`src/rtl/l1_dcache_wb_pkg.sv`:
```
// rtl/l1_dcache_wb_pkg.sv - state encodings and word helpers shared by the write-back L1 data cache
package l1_dcache_wb_pkg;
  typedef logic [31:0] word_t;

  localparam logic [3:0] ST_INIT      = 4'd0;
  localparam logic [3:0] ST_IDLE      = 4'd1;
  localparam logic [3:0] ST_LOOKUP    = 4'd2;
  localparam logic [3:0] ST_WB_REQ    = 4'd3;
  localparam logic [3:0] ST_FILL_REQ  = 4'd4;
  localparam logic [3:0] ST_FILL_WAIT = 4'd5;
  localparam logic [3:0] ST_FLUSH_RD  = 4'd6;
  localparam logic [3:0] ST_FLUSH_CHK = 4'd7;
  localparam logic [3:0] ST_FLUSH_WB  = 4'd8;

  function automatic word_t merge_word(input word_t old_w, input word_t new_w, input logic [3:0] mask);
    word_t r;
    for (int b = 0; b < 4; b++) r[8*b +: 8] = mask[b] ? new_w[8*b +: 8] : old_w[8*b +: 8];
    return r;
  endfunction
endpackage

```
`src/rtl/l1_dcache_wb_ram.sv`:
```
// rtl/l1_dcache_wb_ram.sv - byte-writable single-port register-file RAM holding one cache way
module l1_dcache_wb_ram #(
  parameter int COLS   = 16,
  parameter int ADDR_W = 3
) (
  input  logic                clk,
  input  logic [COLS-1:0]     i_be,
  input  logic [ADDR_W-1:0]   i_addr,
  input  logic [8*COLS-1:0]   i_wdata,
  output logic [8*COLS-1:0]   o_rdata
);
  logic [8*COLS-1:0] r_mem [2**ADDR_W];

  always_ff @(posedge clk) begin
    for (int c = 0; c < COLS; c++) begin
      if (i_be[c]) r_mem[i_addr][8*c +: 8] <= i_wdata[8*c +: 8];
    end
  end

  assign o_rdata = r_mem[i_addr];
endmodule

```
`src/rtl/l1_dcache_wb.sv`:
```
// rtl/l1_dcache_wb.sv - blocking write-back write-allocate set-associative L1 data cache
module l1_dcache_wb
  import l1_dcache_wb_pkg::*;
#(
  parameter int ADDR_BITS  = 30,
  parameter int SET_BITS   = 3,
  parameter int WAYS       = 2,
  parameter int LINE_WORDS = 4
) (
  input  logic                                        clk,
  input  logic                                        rst,
  input  logic                                        core_req_valid,
  output logic                                        core_req_ready,
  input  logic                                        core_req_we,
  input  logic [ADDR_BITS-1:0]                        core_req_addr,
  input  logic [3:0]                                  core_req_mask,
  input  logic [31:0]                                 core_req_data,
  output logic                                        core_resp_valid,
  output logic [31:0]                                 core_resp_data,
  input  logic                                        flush_req,
  output logic                                        flush_done,
  output logic                                        bus_req_valid,
  input  logic                                        bus_req_ready,
  output logic                                        bus_req_we,
  output logic [ADDR_BITS-$clog2(LINE_WORDS)-1:0]     bus_req_addr,
  output logic [32*LINE_WORDS-1:0]                    bus_req_data,
  input  logic                                        bus_resp_valid,
  output logic                                        bus_resp_ready,
  input  logic [32*LINE_WORDS-1:0]                    bus_resp_data
);
  localparam int SETS        = 2**SET_BITS;
  localparam int OFFSET_BITS = $clog2(LINE_WORDS);
  localparam int TAG_BITS    = ADDR_BITS - SET_BITS - OFFSET_BITS;
  localparam int LINE_BITS   = 32*LINE_WORDS;
  localparam int WAY_BITS    = (WAYS > 1) ? $clog2(WAYS) : 1;
  localparam int COLS        = 4*LINE_WORDS;

  logic [3:0]             r_state;
  logic [SET_BITS-1:0]    r_set;
  logic [WAY_BITS-1:0]    r_way;
  logic [TAG_BITS-1:0]    r_tag;
  logic [OFFSET_BITS-1:0] r_off;
  logic                   r_we;
  logic [3:0]             r_mask;
  word_t                  r_wdata;
  logic [WAY_BITS-1:0]    r_victim;
  logic [TAG_BITS-1:0]    r_vtag;
  logic [LINE_BITS-1:0]   r_vline;

  logic [WAYS-1:0]        r_valid [SETS];
  logic [WAYS-1:0]        r_dirty [SETS];
  logic [TAG_BITS-1:0]    r_tags  [SETS][WAYS];
  logic [WAY_BITS-1:0]    r_rr    [SETS];

  logic [LINE_BITS-1:0]   w_rdata [WAYS];
  logic [COLS-1:0]        w_be    [WAYS];
  logic [LINE_BITS-1:0]   w_wdata;
  logic [LINE_BITS-1:0]   w_fill_line;
  logic                   w_hit;
  logic [WAY_BITS-1:0]    w_hit_way;
  logic [WAY_BITS-1:0]    w_victim;
  logic                   w_fl_dirty, w_way_last, w_set_last, w_flush_adv;

  for (genvar g = 0; g < WAYS; g++) begin : g_way
    l1_dcache_wb_ram #(.COLS(COLS), .ADDR_W(SET_BITS)) u_ram (
      .clk(clk), .i_be(w_be[g]), .i_addr(r_set), .i_wdata(w_wdata), .o_rdata(w_rdata[g])
    );
  end

  always_comb begin
    w_hit     = 1'b0;
    w_hit_way = '0;
    w_victim  = r_rr[r_set];
    for (int w = 0; w < WAYS; w++) begin
      if (r_valid[r_set][w] && r_tags[r_set][w] == r_tag) begin
        w_hit     = 1'b1;
        w_hit_way = WAY_BITS'(w);
      end
    end
    // Walk downwards so the lowest-index invalid way wins over round-robin.
    for (int w = WAYS-1; w >= 0; w--) begin
      if (!r_valid[r_set][w]) w_victim = WAY_BITS'(w);
    end
    w_fill_line = bus_resp_data;
    w_fill_line[32*r_off +: 32] = merge_word(bus_resp_data[32*r_off +: 32], r_wdata, r_we ? r_mask : 4'b0);
  end

  assign w_fl_dirty  = r_valid[r_set][r_way] && r_dirty[r_set][r_way];
  assign w_way_last  = (r_way == WAY_BITS'(WAYS-1));
  assign w_set_last  = (r_set == {SET_BITS{1'b1}});
  assign w_flush_adv = !rst && ((r_state == ST_FLUSH_CHK && !w_fl_dirty) ||
                                (r_state == ST_FLUSH_WB && bus_req_ready));

  always_comb begin
    for (int w = 0; w < WAYS; w++) w_be[w] = '0;
    w_wdata = {LINE_WORDS{r_wdata}};
    if (!rst && r_state == ST_LOOKUP && w_hit && r_we) begin
      w_be[w_hit_way] = COLS'(r_mask) << (4*r_off);
    end else if (!rst && r_state == ST_FILL_WAIT && bus_resp_valid) begin
      w_be[r_victim] = '1;
      w_wdata        = w_fill_line;
    end
  end

  always_comb begin
    core_req_ready  = 1'b0;
    core_resp_valid = 1'b0;
    core_resp_data  = '0;
    bus_req_valid   = 1'b0;
    bus_req_we      = 1'b0;
    bus_req_addr    = '0;
    bus_req_data    = '0;
    bus_resp_ready  = 1'b0;
    flush_done      = w_flush_adv && w_way_last && w_set_last;
    if (!rst) begin
      case (r_state)
        ST_IDLE: core_req_ready = !flush_req;
        ST_LOOKUP: begin
          core_resp_valid = w_hit;
          if (w_hit && !r_we) core_resp_data = w_rdata[w_hit_way][32*r_off +: 32];
        end
        ST_WB_REQ: begin
          bus_req_valid = 1'b1;
          bus_req_we    = 1'b1;
          bus_req_addr  = {r_vtag, r_set};
          bus_req_data  = r_vline;
        end
        ST_FILL_REQ: begin
          bus_req_valid = 1'b1;
          bus_req_addr  = {r_tag, r_set};
        end
        ST_FILL_WAIT: begin
          bus_resp_ready  = 1'b1;
          core_resp_valid = bus_resp_valid;
          if (bus_resp_valid && !r_we) core_resp_data = w_fill_line[32*r_off +: 32];
        end
        ST_FLUSH_WB: begin
          bus_req_valid = 1'b1;
          bus_req_we    = 1'b1;
          bus_req_addr  = {r_tags[r_set][r_way], r_set};
          bus_req_data  = w_rdata[r_way];
        end
        default: ;
      endcase
    end
  end

  always_ff @(posedge clk) begin
    if (rst) begin
      r_state <= ST_INIT;
      r_set   <= '0;
      r_way   <= '0;
    end else begin
      case (r_state)
        ST_INIT: begin
          r_valid[r_set] <= '0;
          r_dirty[r_set] <= '0;
          r_rr[r_set]    <= '0;
          r_set          <= r_set + 1'b1;
          if (w_set_last) r_state <= ST_IDLE;
        end
        ST_IDLE: begin
          if (flush_req) begin
            r_set   <= '0;
            r_state <= ST_FLUSH_RD;
          end else if (core_req_valid) begin
            r_tag   <= core_req_addr[ADDR_BITS-1 -: TAG_BITS];
            r_set   <= core_req_addr[OFFSET_BITS +: SET_BITS];
            r_off   <= core_req_addr[OFFSET_BITS-1:0];
            r_we    <= core_req_we;
            r_mask  <= core_req_mask;
            r_wdata <= core_req_data;
            r_state <= ST_LOOKUP;
          end
        end
        ST_LOOKUP: begin
          if (w_hit) begin
            if (r_we) r_dirty[r_set][w_hit_way] <= 1'b1;
            r_state <= ST_IDLE;
          end else begin
            r_victim <= w_victim;
            r_vtag   <= r_tags[r_set][w_victim];
            r_vline  <= w_rdata[w_victim];
            r_state  <= (r_valid[r_set][w_victim] && r_dirty[r_set][w_victim]) ? ST_WB_REQ : ST_FILL_REQ;
          end
        end
        ST_WB_REQ:   if (bus_req_ready) r_state <= ST_FILL_REQ;
        ST_FILL_REQ: if (bus_req_ready) r_state <= ST_FILL_WAIT;
        ST_FILL_WAIT: begin
          if (bus_resp_valid) begin
            r_valid[r_set][r_victim] <= 1'b1;
            r_dirty[r_set][r_victim] <= r_we;
            r_tags[r_set][r_victim]  <= r_tag;
            r_rr[r_set]              <= w_way_last_victim(r_victim);
            r_state                  <= ST_IDLE;
          end
        end
        ST_FLUSH_RD: begin
          r_way   <= '0;
          r_state <= ST_FLUSH_CHK;
        end
        ST_FLUSH_CHK: if (w_fl_dirty) r_state <= ST_FLUSH_WB;
        ST_FLUSH_WB: ;
        default: r_state <= ST_INIT;
      endcase
      // Shared step of the flush walk, taken from either a clean check or a completed write-back.
      if (w_flush_adv) begin
        r_valid[r_set][r_way] <= 1'b0;
        r_dirty[r_set][r_way] <= 1'b0;
        if (w_way_last) begin
          r_way <= '0;
          if (w_set_last) r_state <= ST_IDLE;
          else begin
            r_set   <= r_set + 1'b1;
            r_state <= ST_FLUSH_RD;
          end
        end else begin
          r_way   <= r_way + 1'b1;
          r_state <= ST_FLUSH_CHK;
        end
      end
    end
  end

  function automatic logic [WAY_BITS-1:0] w_way_last_victim(input logic [WAY_BITS-1:0] v);
    return (v == WAY_BITS'(WAYS-1)) ? '0 : v + 1'b1;
  endfunction
endmodule

```
`config.mk`:
```
export PLATFORM = sky130hd
export DESIGN_NAME = l1_dcache_wb
export DESIGN_NICKNAME = d
export VERILOG_FILES = /design/src/rtl/l1_dcache_wb_pkg.sv /design/src/rtl/l1_dcache_wb_ram.sv /design/src/rtl/l1_dcache_wb.sv
export SDC_FILE = /design/constraint.sdc
export NUM_CORES = 2
export LEC_CHECK = 0
export BUFFER_PORTS_ARGS = -buffer_cell sky130_fd_sc_hd__buf_2
export CAP_MARGIN = 20
export CORE_MARGIN = 2
export CORE_UTILIZATION = 30
export CTS_BUF_LIST = sky130_fd_sc_hd__clkbuf_8
export CTS_CLUSTER_SIZE = 16
export DETAILED_ROUTE_END_ITERATION = 7
export GPL_ROUTABILITY_DRIVEN = 1
export PLACE_DENSITY = 0.51
export REMOVE_ABC_BUFFERS = 1
export SLEW_MARGIN = 20
export SYNTH_ARGS = -nofsm -noshare
export SYNTH_HDL_FRONTEND = slang
export SYNTH_SLANG_ARGS = --single-unit
```
`constraint.sdc`:
```
create_clock -name clk -period 6.2 [get_ports clk]
set_input_delay 0.62 -clock clk [delete_from_list [all_inputs] [get_ports clk]]
set_output_delay 0.62 -clock clk [all_outputs]
set_load 0.005 [all_outputs]
```
==> flow_summary.yaml <==
pwr:
  p_leak_nw: 42.8
  worst_ir_drop_vdd_mv: 0.703
  p_int_mw: 32.0
  swShare_pct: 34.9
  power_frac_seq_pct: 42.5
  pwr-share-clk_pct: 29.9
  p_comb_share_pct: 27.6
  finalPower_mw: 49.1
  power.density_mw_per_mm2: 371
  p_sw_mw: 17.1
global_routing:
  grt_pass1_wl_um: 611000
  gr-total-overflow: 0
  track_usage_pct: 23.0
  antenna_found_initial: 40
  grt_pass1_vias: 72800
  grt_max_degree: 145
sta:
  period_minus_slack_ns: 6.22
  finClkSkew_ns: 0.0906
  min_period_over_period_pct: 100
  maxSlewViolCount: 0
  hold_viol: 0
  setup_viol: 1
  fin_ws_ns: -0.0226
  worst_pin_slew_ns: 1.27
  max_freq_mhz: 161
  slew_headroom_pct: 15.0
min_path:
  min_from: "core_req_valid"
  holdPathEnd: "r_set[0]"
  min_path_type: "input port to flop"
  worstHoldPathCells: 4
clock_network:
  cts_tree: "built"
  cts.reportedPaths.clkPinSlew_ns: 0.06
  clockBufferDepth: 4
  clock_latency_ns: 1.08
  cts_buffers: 442
  h-tree-depth: 5
  cts.sink_count: 2714
  clockRootBuffer: "clkbuf_8"
yosys:
  yosysSeqAreaShare_pct: 72.6
  synth_top_area_cell: "edfxtp_1"
  ys_types: 86
  synth_top_area_share_pct: 72.4
  ys_ff_latch: 2714
  synth_top_flop_cell: "edfxtp_1"
  synth_edf_count: 2706
  synthCells: 7328
  synth.top_cells.by_area: "edfxtp_1 (72%), a22oi_1 (4.7%), a21oi_1 (2.7%)"
  ys_warn_count: 0
  synthArstFlopShare_pct: 0
  synth_area_mm2: 0.112
  avgSynthCellArea_um2: 15.3
drt:
  vias: 76700
  drc: 0
  postRouteAntennaNets: 0
  routedWlPerCell_um: 33.3
  dr.first_iter.drc_count: 11000
  vias_per_cell: 5.63
  drt-total-wl_um: 453000
  firstDrtPassIters: 6
die:
  core_area_mm2: 0.372
  initial_utilization_pct: 30.1
  rows: 224
  chipHeight_um: 616
  ios: 395
  dieWidth_um: 616
  dieArea_mm2: 0.379
worst_setup_path:
  worstSetupPathType: "flop to output pin"
  rr_startpoint: "r_set[2]"
  crit_fanout: 34
  rrSetupSlack_ns: 1.18
  r2r-end: "r_vline[20]"
  crit_required_ns: 5.58
  critPathArrivalTime_ns: 5.60
  start_kind: "flop"
  critPathCaptureType: "output pin"
  rr_worst_depth: 11
finish:
  fillers: 35900
  final_cell_mix: "edfxtp_1 (2706), a22oi_1 (699), nor2_1 (590)"
  final_common_cell: "edfxtp_1"
  stdcell_area_mm2: 0.132
  drive_gt1_share_pct: 23.6
  area_delta_synth_final_pct: 18.1
  nets: 8488
placement:
  port_buffers: 394
  gp_congestion: 0.865
  dp_hpwl_um: 296000
  dpl_cell_area_mm2: 0.123
status:
  violations: "negative setup slack"
  outcome: "finished, violations left"
job:
  drv_cap: 0
-- synthesized netlist by cell type (all sizes together) (45+ instances only) --
master  number
nor2b       67
a21oi      611
and4        63
a22o        53
buf        185
nand2      307
a22oi      700
o21ba       56
nand4       73
clkbuf     365
o22ai      125
inv        107
o21ai       84
mux4       130
mux2       157
o211ai      72
a221oi     195
edfxtp    2706
a211oi      45
nor2       623
mux2i      273
-- power by group through the flow --
stage	clock [mW]	combinational (mW)	sequential, mW
after floorplan	0	7.04	21.4
after global placement	0	12.9	21.3
after detailed placement	0	13.0	21.3
after CTS	14.9	13.2	20.9
after global routing	15.6	14.1	20.9
final	14.7	13.6	20.9
-- flip-flops by register name, summed over array words and instances, names as in the netlist --
name,cells
g_way.u_ram.r_mem,2048
r_dirty,16
r_mask,4
r_off,2
r_rr,8
r_set,3
r_state,4
r_tag,25
r_tags,400
r_valid,16
r_victim,1
r_vline,128
r_vtag,25
r_way,1
r_wdata,32
r_we,1
-- what timing repair did --
action / CTS / global route
hold buffers: 65 / 0
resized for setup: 15 / 14
endpoints found under the setup margin: 33 / 16
cloned: 2 / 0
endpoints found under the hold margin: 65 / 0
pin swaps: 4 / 2
setup buffers: 17 / 3
-- worst max path at each step --
stage / from / cells past startpoint / end / slack, ns
final: r_set[0] / 14 / core_resp_data[31] / -0.02
after global routing: r_set[1] / 14 / core_resp_data[22] / -0.05
after CTS: r_set[1] / 12 / core_resp_data[31] / 0.04
after detailed placement: r_set[2] / 14 / core_resp_data[31] / 0.47
after global placement: r_set[2] / 15 / core_resp_data[26] / 0.03
after floorplan: r_set[2] / 8 / core_resp_data[31] / -18.28
-- critical path, cell delays in order (launching register included) --
cell,delay [ns]
dfxtp_4,0.35
buf_4,0.17
buf_4,0.15
nand2b_1,0.49
buf_4,0.47
nor2_4,0.19
buf_12,0.23
a221o_1,0.41
a221oi_1,0.67
nor2b_1,0.22
a211oi_1,0.07
o41ai_2,0.57
buf_4,0.24
o21ai_1,0.10
buf_2,0.18
-- cell type report --
type	count	area, µm²	share of cell area, %
sequential	2714	81400	61.5
antenna	16	40.0	0.0302
clock inverter	344	1900	1.43
clock buffer	444	6110	4.61
inverter	109	415	0.314
timing repair buffer	1057	7760	5.86
multi-input combinational	3956	28600	21.6
tap	4972	6220	4.70
-- routing by layer --
layer	routed length [µm]	vias to the layer above	share of wire, %	global-route usage (%)
li1	-	31400	-	-
met3	42800	745	9.4	4.50
met4	16100	6	3.5	8.39
met5	34	-	0.0075	0
met2	208000	4614	46	36.1
met1	186000	39900	41	31.5
-- metrics by stage --
step                      setup TNS [ns]  setup slack (ns)  cells  hold slack [ns]  utilization (%)
after detailed placement               0             0.473  12700            0.619             33.1
final                            -0.0226           -0.0226  13600            0.113             35.6
after floorplan                        -            -18.28   6778            0.522                -
after global routing             -0.0502           -0.0502  13600           0.0840             35.6
after CTS                              0            0.0390  13600          0.00940             35.5
after global placement                 0            0.0313  12700            0.594             33.1
-- kinds of logic (layout without fill, tap and decap cells) --
| logic type | after synthesis | count (layout) | share of synthesized area [%] |
|---|---|---|---|
| other cells | 0 | 16 | 0 |
| buf+inv | 659 | 1954 | 2.48 |
| simple gates | 1303 | 1304 | 5.35 |
| mux | 560 | 560 | 6.64 |
| fa+ha+maj | 7 | 7 | 0.0781 |
| xor+xnor | 33 | 33 | 0.258 |
| flops | 2714 | 2714 | 72.6 |
| compound gates | 2052 | 2052 | 12.6 |
No activity file was read; power rests on OpenSTA's default activity.
